<file path="src/rtl/lw_mbox_pkg.sv">
// Shared definitions for the lightweight-bridge mailbox responder.
// Contents:
//   - byte offsets of the register bank and the mailbox window
//   - FSM state type and the address-decode selector type
//   - lane_mask(): expands a 4-bit byte enable into a 32-bit bit mask
package lw_mbox_pkg;

    localparam logic [17:0] OFF_ID   = 18'h000;
    localparam logic [17:0] OFF_CTRL = 18'h004;
    localparam logic [17:0] OFF_PEND = 18'h008;
    localparam logic [17:0] OFF_DB   = 18'h00C;
    localparam logic [17:0] OFF_MBOX = 18'h400;

    typedef enum logic {
        ST_INIT,
        ST_IDLE
    } state_t;

    typedef enum logic [2:0] {
        SEL_NONE,
        SEL_ID,
        SEL_CTRL,
        SEL_PEND,
        SEL_DB,
        SEL_MBOX
    } sel_t;

    function automatic logic [31:0] lane_mask(input logic [3:0] be);
        return {{8{be[3]}}, {8{be[2]}}, {8{be[1]}}, {8{be[0]}}};
    endfunction

endpackage

</file>
<file path="src/rtl/lw_mbox_ram.sv">
// Simple dual-port synchronous RAM backing the mailbox window.
// One byte-enabled write port and one read port; the read returns data one
// cycle after the address and yields the old contents on a same-edge
// read/write collision.
// Ports:
//   clk    in   clock
//   we     in   write enable
//   waddr  in   write word address
//   be     in   per-byte write enables
//   wdata  in   write data
//   raddr  in   read word address
//   rdata  out  registered read data
module lw_mbox_ram #(
    parameter  int unsigned WORDS = 64,
    localparam int unsigned AW    = $clog2(WORDS)
) (
    input  logic          clk,
    input  logic          we,
    input  logic [AW-1:0] waddr,
    input  logic [3:0]    be,
    input  logic [31:0]   wdata,
    input  logic [AW-1:0] raddr,
    output logic [31:0]   rdata
);

    logic [31:0] mem [WORDS];

    // NOTE: the array has no reset; the owner clears it by walking every word after reset.
    always_ff @(posedge clk) begin
        for (int b = 0; b < 4; b++) begin
            if (we && be[b]) begin
                mem[waddr][8*b +: 8] <= wdata[8*b +: 8];
            end
        end
        rdata <= mem[raddr];
    end

endmodule

</file>
<file path="src/rtl/lw_bridge_mailbox_responder.sv">
// Avalon-MM slave terminating the HPS lightweight bridge in the fabric.
// Provides an ID/CTRL/PENDING/DOORBELL register bank, a zero-initialised
// mailbox RAM and a level interrupt raised by enabled pending doorbells.
// Reads return after exactly two cycles, fully pipelined; writes take one.
// Ports:
//   clk100_clk          in   clock
//   reset_clk100_reset  in   synchronous active-high reset
//   avs_address         in   byte address, [1:0] ignored
//   avs_read/avs_write  in   command strobes
//   avs_writedata       in   write data
//   avs_byteenable      in   write byte lanes
//   avs_burstcount      in   ignored
//   avs_debugaccess     in   ignored
//   avs_waitrequest     out  stall during reset and mailbox clear
//   avs_readdata        out  read data
//   avs_readdatavalid   out  read response strobe
//   db_event_i          in   fabric doorbell pulses
//   irq_o               out  level interrupt to the HPS
module lw_bridge_mailbox_responder
    import lw_mbox_pkg::*;
#(
    parameter int unsigned MBOX_WORDS = 64,
    parameter int unsigned NUM_DB     = 8,
    parameter logic [31:0] ID_VALUE   = 32'h4D42_0100
) (
    input  logic              clk100_clk,
    input  logic              reset_clk100_reset,
    input  logic [17:0]       avs_address,
    input  logic              avs_read,
    input  logic              avs_write,
    input  logic [31:0]       avs_writedata,
    input  logic [3:0]        avs_byteenable,
    input  logic              avs_burstcount,
    input  logic              avs_debugaccess,
    output logic              avs_waitrequest,
    output logic [31:0]       avs_readdata,
    output logic              avs_readdatavalid,
    input  logic [NUM_DB-1:0] db_event_i,
    output logic              irq_o
);

    localparam int unsigned AW = $clog2(MBOX_WORDS);

    state_t            state_q, state_d;
    logic [AW-1:0]     init_cnt_q;
    logic              rd_go, wr_go;
    sel_t              sel;
    logic [31:0]       wmask, wdata_m, reg_rdata;
    logic [NUM_DB-1:0] ctrl_q, pend_q, pend_d, w1c, db_wr;
    logic              s1_valid, s1_mbox;
    logic [31:0]       s1_data;
    logic              ram_we;
    logic [AW-1:0]     ram_waddr;
    logic [3:0]        ram_be;
    logic [31:0]       ram_wdata, ram_q;
    logic              unused_inputs;

    assign unused_inputs = &{1'b0, avs_burstcount, avs_debugaccess, avs_address[1:0]};

    // ---------------- init FSM ----------------
    // NOTE: sequential state uses non-blocking assignments so every register samples pre-edge values.
    always_ff @(posedge clk100_clk) begin
        if (reset_clk100_reset) state_q <= ST_INIT;
        else                    state_q <= state_d;
    end

    // Word counter runs only while clearing; parks at 0 so a later reset restarts cleanly.
    always_ff @(posedge clk100_clk) begin
        if (reset_clk100_reset || state_q != ST_INIT) init_cnt_q <= '0;
        else                                          init_cnt_q <= init_cnt_q + 1'b1;
    end

    always_comb begin
        // NOTE: defaults first so no branch leaves an output unassigned, which would infer a latch.
        state_d         = state_q;
        avs_waitrequest = 1'b1;
        case (state_q)
            ST_INIT: if (init_cnt_q == AW'(MBOX_WORDS - 1)) state_d = ST_IDLE;
            ST_IDLE: avs_waitrequest = reset_clk100_reset;
            default: state_d = ST_INIT;
        endcase
    end

    // ---------------- decode ----------------
    // A simultaneous read and write is a protocol error: the write goes ahead, the read is dropped.
    assign wr_go = ~avs_waitrequest & avs_write;
    assign rd_go = ~avs_waitrequest & avs_read & ~avs_write;

    always_comb begin
        sel = SEL_NONE;
        if      (avs_address[17:2] == OFF_ID[17:2])   sel = SEL_ID;
        else if (avs_address[17:2] == OFF_CTRL[17:2]) sel = SEL_CTRL;
        else if (avs_address[17:2] == OFF_PEND[17:2]) sel = SEL_PEND;
        else if (avs_address[17:2] == OFF_DB[17:2])   sel = SEL_DB;
        else if (avs_address[17:10] == OFF_MBOX[17:10] &&
                 {1'b0, avs_address[9:2]} < 9'(MBOX_WORDS)) sel = SEL_MBOX;
    end

    assign wmask   = lane_mask(avs_byteenable);
    assign wdata_m = avs_writedata & wmask;

    // ---------------- pending / ctrl / irq ----------------
    assign w1c    = (wr_go && sel == SEL_PEND) ? wdata_m[NUM_DB-1:0] : '0;
    assign db_wr  = (wr_go && sel == SEL_DB)   ? wdata_m[NUM_DB-1:0] : '0;
    // Sets are OR-ed in after the clear, so a doorbell beats a same-cycle clear.
    assign pend_d = (pend_q & ~w1c) | db_event_i | db_wr;

    always_ff @(posedge clk100_clk) begin
        if (reset_clk100_reset) begin
            ctrl_q <= '0;
            pend_q <= '0;
            irq_o  <= 1'b0;
        end else begin
            pend_q <= pend_d;
            if (wr_go && sel == SEL_CTRL) begin
                ctrl_q <= (ctrl_q & ~wmask[NUM_DB-1:0]) | wdata_m[NUM_DB-1:0];
            end
            irq_o <= |(pend_q & ctrl_q);
        end
    end

    // ---------------- mailbox RAM ----------------
    // A write commits at the end of its accept cycle, so a read accepted in the next
    // cycle samples the array after the update; the only same-edge collision would be a
    // simultaneous read+write, whose read is dropped. The read path therefore never needs
    // to forward write data around the array.
    assign ram_we    = (state_q == ST_INIT) | (wr_go && sel == SEL_MBOX);
    assign ram_waddr = (state_q == ST_INIT) ? init_cnt_q : avs_address[AW+1:2];
    assign ram_be    = (state_q == ST_INIT) ? 4'hF : avs_byteenable;
    assign ram_wdata = (state_q == ST_INIT) ? 32'h0 : avs_writedata;

    lw_mbox_ram #(.WORDS(MBOX_WORDS)) u_ram (
        .clk   (clk100_clk),
        .we    (ram_we),
        .waddr (ram_waddr),
        .be    (ram_be),
        .wdata (ram_wdata),
        .raddr (avs_address[AW+1:2]),
        .rdata (ram_q)
    );

    // ---------------- read response pipeline ----------------
    always_comb begin
        reg_rdata = '0;
        case (sel)
            SEL_ID:   reg_rdata = ID_VALUE;
            SEL_CTRL: reg_rdata[NUM_DB-1:0] = ctrl_q;
            SEL_PEND: reg_rdata[NUM_DB-1:0] = pend_q;
            default:  reg_rdata = '0;
        endcase
    end

    // Stage 1 holds register data captured at accept time; RAM data arrives alongside it.
    always_ff @(posedge clk100_clk) begin
        if (reset_clk100_reset) begin
            s1_valid          <= 1'b0;
            s1_mbox           <= 1'b0;
            s1_data           <= '0;
            avs_readdatavalid <= 1'b0;
            avs_readdata      <= '0;
        end else begin
            s1_valid          <= rd_go;
            s1_mbox           <= rd_go && sel == SEL_MBOX;
            s1_data           <= reg_rdata;
            avs_readdatavalid <= s1_valid;
            if (s1_valid) avs_readdata <= s1_mbox ? ram_q : s1_data;
        end
    end

endmodule

</file>
<file path="config.mk">
export PLATFORM = sky130hd
export DESIGN_NAME = lw_bridge_mailbox_responder
export DESIGN_NICKNAME = d
export VERILOG_FILES = /design/src/rtl/lw_mbox_pkg.sv /design/src/rtl/lw_mbox_ram.sv /design/src/rtl/lw_bridge_mailbox_responder.sv
export SDC_FILE = /design/constraint.sdc
export NUM_CORES = 2
export LEC_CHECK = 0
export CAP_MARGIN = 20
export CORE_MARGIN = 2
export CORE_UTILIZATION = 65
export DETAILED_ROUTE_END_ITERATION = 7
export GPL_TIMING_DRIVEN = 0
export PLACE_DENSITY = 0.82
export SLEW_MARGIN = 20
export SYNTH_ARGS = -nofsm -noshare
export SYNTH_HDL_FRONTEND = slang
export SYNTH_SLANG_ARGS = --single-unit
export TNS_END_PERCENT = 10
</file>
<file path="constraint.sdc">
create_clock -name clk100_clk -period 5.9 [get_ports clk100_clk]
set_clock_uncertainty 0.05 [all_clocks]
set_input_delay 0.59 -clock clk100_clk [delete_from_list [all_inputs] [get_ports clk100_clk]]
set_output_delay 0.59 -clock clk100_clk [all_outputs]
set_load 0.05 [all_outputs]
</file>
# Word-level counts from Yosys, hierarchy flattened

Memories as Yosys holds them, arrays and structs flattened. A register that Yosys moved wholly into a read port is not among the register bits.
Index checks and enable logic that the tools add are counted.
W data, S select, Z words.

Magnitude comparators: 1
Bitwise operators: 16
Mux-type cells: 24
Equal/unequal tests: 10
Reduce and logical (&&, ||, !) cells: 13
Add/sub/neg operators: 1

Operators with widths:

| kind                  | number |
|---|---|
| $mux W32              | 2 |
| $and A8 B8 Y8         | 4 |
| $eq A16 B2 Y1 const B | 2 |
| $or A8 B8 Y8          | 3 |
| $mux W23              | 1 |
| $eq A16 B1 Y1 const B | 1 |
| $logic_not A16 Y1     | 1 |
| $mux W8               | 2 |
| $not A8 Y8            | 2 |
| $pmux W8 S2           | 1 |
| $mux W3               | 5 |
| $mux W1               | 11 |
| $logic_and A1 B1 Y1   | 10 |
| $eq A8 B1 Y1 const B  | 1 |
| $lt A8 B7 Y1 const B  | 1 |
| $reduce_or A8 Y1      | 1 |
| $add A6 B1 Y6 const B | 1 |
| $eq A3 B2 Y1 const B  | 2 |
| $eq A3 B3 Y1 const B  | 2 |
| $eq A6 B6 Y1 const B  | 1 |
| $mux W6               | 1 |
| $mux W4               | 1 |
| $and A1 B1 Y1         | 3 |
| $eq A3 B1 Y1 const B  | 1 |
| 3 further kinds       | 5 |

Memories kept: 1
Logic and storage cells: 76
Bits in registers: 91
Output and inout bits: 35
Input bits: 68
RAM bits: 2048

Memory list:

| name      | words | bits a word | rd ports | clocked after Yosys merged registers in | write ports | RTL line          | RTL |
|---|---|---|---|---|---|---|---|
| u_ram.mem | 64    | 32          | 1        | 1                                       | 1           | lw_mbox_ram.sv:26 | `logic [31:0] mem [WORDS];` |

# Longest topological paths before layout

Word-level depth: 14
Gate-level depth with buffers: 10
Gate-level depth less buffers: 5

# By module

A second synthesis with hierarchy kept.

Cell total of the unflattened synthesis: 3938
Area total of the unflattened synthesis: 82868.2 sq um

Modules (own cells, without submodules):

| module                      | sequential area each (sq um) | cells each | area each (sq um) | times used |
|---|---|---|---|---|
| lw_mbox_ram                 | 62139.6                      | 3576       | 79771.5           | 1 |
| lw_bridge_mailbox_responder | 1361.3                       | 362        | 3096.7            | 1 |

# Worst setup path before layout

No wires, ideal clock.

Path type: input to register
From: in avs_address[2]
To: mem u_ram.mem[59][0] (enable)
Arrival: 2644 ps
Setup slack: 2836 ps
Setup time: 370 ps
Path buffers: 5
Required time: 5480 ps
Stages: 9
Cells stage by stage: buf_2 > buf_2 > buf_2 > buf_2 > buf_4 > mux2i_1 > nor2_1 > nand2_1 > nor2_1

Word-level cells in the longest chain between the ends: 13
Elaborated cells between the ends (all ways): 18
Those cells by class: order compare (1); eq/ne (4); mux (8); bitwise (1); reduce/logical (4)

RTL lines:

| what                          | RTL line                           | RTL |
|---|---|---|
| from (decl)                   | lw_bridge_mailbox_responder.sv:28  | `input logic [17:0] avs_address,` |
| $lt A8 B7 Y1                  | lw_bridge_mailbox_responder.sv:96  | `{1'b0, avs_address[9:2]} < 9'(MBOX_WORDS)) sel = SEL_MBOX;` |
| $logic_and A1 B1 Y1           | lw_bridge_mailbox_responder.sv:95  | `else if (avs_address[17:10] == OFF_MBOX[17:10] &&` |
| $mux W3                       | lw_bridge_mailbox_responder.sv:95  |  |
| $mux W3                       | lw_bridge_mailbox_responder.sv:94  | `else if (avs_address[17:2] == OFF_DB[17:2]) sel = SEL_DB;` |
| $mux W3                       | lw_bridge_mailbox_responder.sv:93  | `else if (avs_address[17:2] == OFF_PEND[17:2]) sel = SEL_PEND;` |
| $mux W3                       | lw_bridge_mailbox_responder.sv:92  | `else if (avs_address[17:2] == OFF_CTRL[17:2]) sel = SEL_CTRL;` |
| $mux W3                       | lw_bridge_mailbox_responder.sv:91  | `if (avs_address[17:2] == OFF_ID[17:2]) sel = SEL_ID;` |
| $eq A3 B3 Y1                  | lw_bridge_mailbox_responder.sv:127 | `assign ram_we = (state_q == ST_INIT) \| (wr_go && sel == SEL_MBOX);` |
| $logic_and A1 B1 Y1           | lw_bridge_mailbox_responder.sv:127 |  |
| $or A1 B1 Y1                  | lw_bridge_mailbox_responder.sv:127 |  |
| $logic_and A1 B1 Y1           | lw_mbox_ram.sv:31                  | `if (we && be[b]) begin` |
| $mux W1                       | lw_mbox_ram.sv:31                  |  |
| $mux W1 (implied by the code) | lw_mbox_ram.sv:32                  | `mem[waddr][8*b +: 8] <= wdata[8*b +: 8];` |
| to (decl)                     | lw_mbox_ram.sv:26                  |  |

Parallel ways exist; a longest one is shown, timed or not.

# Final worst setup path

From: in avs_address[4]
To: mem u_ram.mem[37][3] (enable)

The elaborated chain is that of the path after synthesis.

==> impl_metrics.json <==
{
  "cts-root-buf": "clkbuf_16",
  "cpMostUsedCell": "clkbuf_1",
  "core_area_um2": 126000,
  "wire_per_inst_um": 42.4,
  "worst_pin_slew_ns": 1.37,
  "cp_data_required_time_ns": 6.33,
  "nNetsFinal": 4371,
  "grt_max_degree": 65,
  "p_leak_nw": 31.5,
  "cts_setup_buffers": 0,
  "syn_to_final_growth_pct": 12.2,
  "min_from": "db_event_i[6]",
  "place_hpwl_um": 166000,
  "synth_seq_cells": 2148,
  "ctsResizeCount": 0,
  "synth_area_um2": 82200,
  "max_slew_margin_pct": 8.57,
  "vias_per_cell": 7.78,
  "critPathBufInv": 4,
  "min_period_ns": 5.81,
  "rr_worst_depth": 6,
  "ys.flop_type": "edfxtp_1",
  "ir_drop_v": 0.000328,
  "final_max_slew_viol_count": 0,
  "syn_inst": 3986,
  "drt_pass1_iterations": 8,
  "drc": 5,
  "row_count": 130,
  "gp_congestion": 1.04,
  "fp.dieArea_um2": 129000,
  "cts-buffers-inserted": 198,
  "path_delay_family": "buffers and inverters",
  "clock_latency_ns": 0.87,
  "grtUsageTotal_pct": 40.5,
  "antenna_found_initial": 23,
  "drt-initial-drc-count": 10498,
  "dpl_cell_area_um2": 85800,
  "timing.rr.start": "state_q$_SDFF_PP0_",
  "crit_fanout": 10,
  "r2r-end": "u_ram.mem[32][27]$_DFFE_PP_",
  "crit_path_top_delay_cell": "nor2_1",
  "setup_viol": 0,
  "cellPowerDensity_nw_per_um2": 335,
  "numClockSinks": 2148,
  "io_pins": 103,
  "syn_area_per_cell_um2": 20.6,
  "worstSetupPathType": "in2reg",
  "crit_arrival_ns": 6.23,
  "start_util_pct": 65.5,
  "fmax_mhz": 172,
  "h-tree-depth": 4,
  "synth-edff-count": 2048,
  "die_w_um": 360,
  "design_area_um2": 92300,
  "synth-seq-area-share_pct": 77.2,
  "timing.hold.ws_ns": 0.294,
  "cp_slowest_stage_delay_ns": 1.05,
  "cts.clk_slew.worst_paths_ns": 0.06,
  "wirelength_um": 260000,
  "status": "complete, but fails checks",
  "hold_viol_final": 0,
  "hp-class": "in2reg",
  "cts_tree": "built",
  "start_kind": "input port",
  "crit_path_cell_trace": "clkdlybuf4s50_1 > clkbuf_1 > clkbuf_1 > clkbuf_1 > a31oi_1 > nor2_1 > nand2_1 > nor2_1",
  "syn_nets": 4055,
  "io_buffer_count": 93,
  "hold_path_end": "pend_q[6]$_SDFF_PP0_",
  "ant_nets": 0,
  "rrSetupSlack_ns": 0.75,
  "grt_overflow_total": 0,
  "grt_pass1_wl_um": 357000,
  "rsz0062_at_grt": "false",
  "die_y_um": 360,
  "hold_depth": 3,
  "async_reset_ff_share_pct": 0,
  "cts.hold.buffers_added": 0,
  "end_kind": "flip-flop",
  "ys.warnings.count": 0,
  "fin_crit_sh_pct": 98.5,
  "drv_cap": 0,
  "cts_buffer_depth": 3,
  "vias": 47703,
  "grt_pass1_vias": 46179,
  "violations": "DRC",
  "drive_gt1_share_pct": 22.5,
  "synth_cell_type_count": 49
}
==> how the worst max path moves through the flow <==
stage / from / to / cells after the start
5_1_grt: avs_address[4] / u_ram.mem[45][26]$_DFFE_PP_ / 8
6_report: avs_address[4] / u_ram.mem[37][3]$_DFFE_PP_ / 8
3_3_place_gp: avs_address[4] / u_ram.mem[35][29]$_DFFE_PP_ / 7
4_1_cts: avs_address[4] / u_ram.mem[12][9]$_DFFE_PP_ / 8
3_5_place_dp: avs_address[4] / u_ram.mem[13][15]$_DFFE_PP_ / 8
2_1_floorplan: avs_address[2] / u_ram.mem[59][0]$_DFFE_PP_ / 9
==> area by class of cell <==
class / instances / area [µm²]
diodes: 12 / 30.0
plain buffers: 237 / 1010
clock buffers: 250 / 5190
clock inverters: 120 / 1170
fillers: 6534 / 33300
inverters: 15 / 56.3
multi-input cells: 1586 / 17800
flip-flops and latches: 2148 / 63500
well taps: 1650 / 2060
repair buffers: 116 / 1440
==> kinds of logic after synthesis <==
logic type	Yosys count	synth area share [%]
AOI/OAI and AO/OA	326	2.56
xor gates and xnor gates	4	0.0426
adders and majority gates	1	0.0152
buffers and inverters	252	1.26
DFF	2148	77.2
muxes	633	15.7
and+or+nand+nor	622	3.20
==> state kept, by name, indices dropped and copies added, names as in the netlist, named ones only <==
signal / count
irq_o: 1
state_q: 1
s1_mbox: 1
u_ram.mem: 2048
s1_data: 9
u_ram.rdata: 32
pend_q: 8
s1_valid: 1
init_cnt_q: 6
avs_readdata: 32
avs_readdatavalid: 1
==> cells in the mapped netlist (5+ instances only) <==
cell type | instances | share of area [%]
nor4_1 | 6 | 0.046
mux4_2 | 522 | 14
nand3_1 | 14 | 0.085
o22ai_1 | 105 | 0.80
nor2b_1 | 20 | 0.15
a22oi_1 | 12 | 0.11
edfxtp_1 | 2048 | 75
o221ai_1 | 24 | 0.26
nor2_1 | 323 | 1.5
o21ai_1 | 8 | 0.049
and3_1 | 5 | 0.038
mux2i_1 | 86 | 1.0
and2_1 | 33 | 0.25
a21oi_1 | 69 | 0.42
a32oi_1 | 21 | 0.22
buf_1 | 28 | 0.13
clkbuf_1 | 138 | 0.63
buf_2 | 69 | 0.42
mux2_2 | 25 | 0.34
nor3_1 | 37 | 0.23
a22o_1 | 11 | 0.12
dfxtp_1 | 100 | 2.4
inv_1 | 12 | 0.055
nand2_1 | 166 | 0.76
o21ai_0 | 41 | 0.25
o41ai_1 | 8 | 0.085
a211oi_1 | 15 | 0.14
==> tightest hold or removal path, stage by stage <==
cell             delay, ns
clkdlybuf4s50_1       0.39
a21oi_1               0.11
a21oi_1               0.06
==> metal layers <==
layer / global-route usage, % / part of all wire [%]
met1: 51.5 / 30
met2: 57.8 / 43
met3: 17.9 / 18
met4: 25.2 / 8.0
met5: 0.999 / 0.15
==> cells in the final DEF, fill, tap and decap left out, types with 24 or more instances in the layout <==
| cell | netlist | routed |
|---|---|---|
| o22ai_1 | 105 | 105 |
| and2_4 | 0 | 24 |
| o21ai_0 | 41 | 39 |
| mux2i_1 | 86 | 86 |
| mux4_2 | 522 | 522 |
| clkinv_2 | 0 | 49 |
| edfxtp_1 | 2048 | 2048 |
| clkbuf_16 | 0 | 198 |
| nand2_1 | 166 | 166 |
| mux2_2 | 25 | 25 |
| buf_2 | 69 | 72 |
| clkbuf_1 | 138 | 174 |
| a21oi_1 | 69 | 69 |
| nor3_1 | 37 | 36 |
| dfxtp_1 | 100 | 100 |
| clkinv_1 | 0 | 36 |
| clkdlybuf4s50_1 | 0 | 93 |
| nor2_1 | 323 | 308 |
| o221ai_1 | 24 | 24 |
==> per-stage QoR <==
stage	utilization, %	power (W)	std cells	setup WS (ns)	TNS [ns]
after floorplan	-	0.0177	3986	2.84	0
after global placement	67.9	0.0182	5729	-0.144	-6.36
after detailed placement	68.3	0.0183	5749	-0.222	-15.80
after CTS	73.4	0.0307	6119	0.531	0
after global routing	73.5	0.0313	6122	0.395	0
final	73.5	0.0309	6134	0.0906	0
==> power by group <==
| part | switching, W | total, W | internal [W] |
|---|---|---|---|
| Combinational | 0.000990 | 0.00150 | 0.000508 |
| Sequential | 0.0000433 | 0.0166 | 0.0166 |
| Clock | 0.00587 | 0.0128 | 0.00694 |
(Power assumes the default switching activity.)
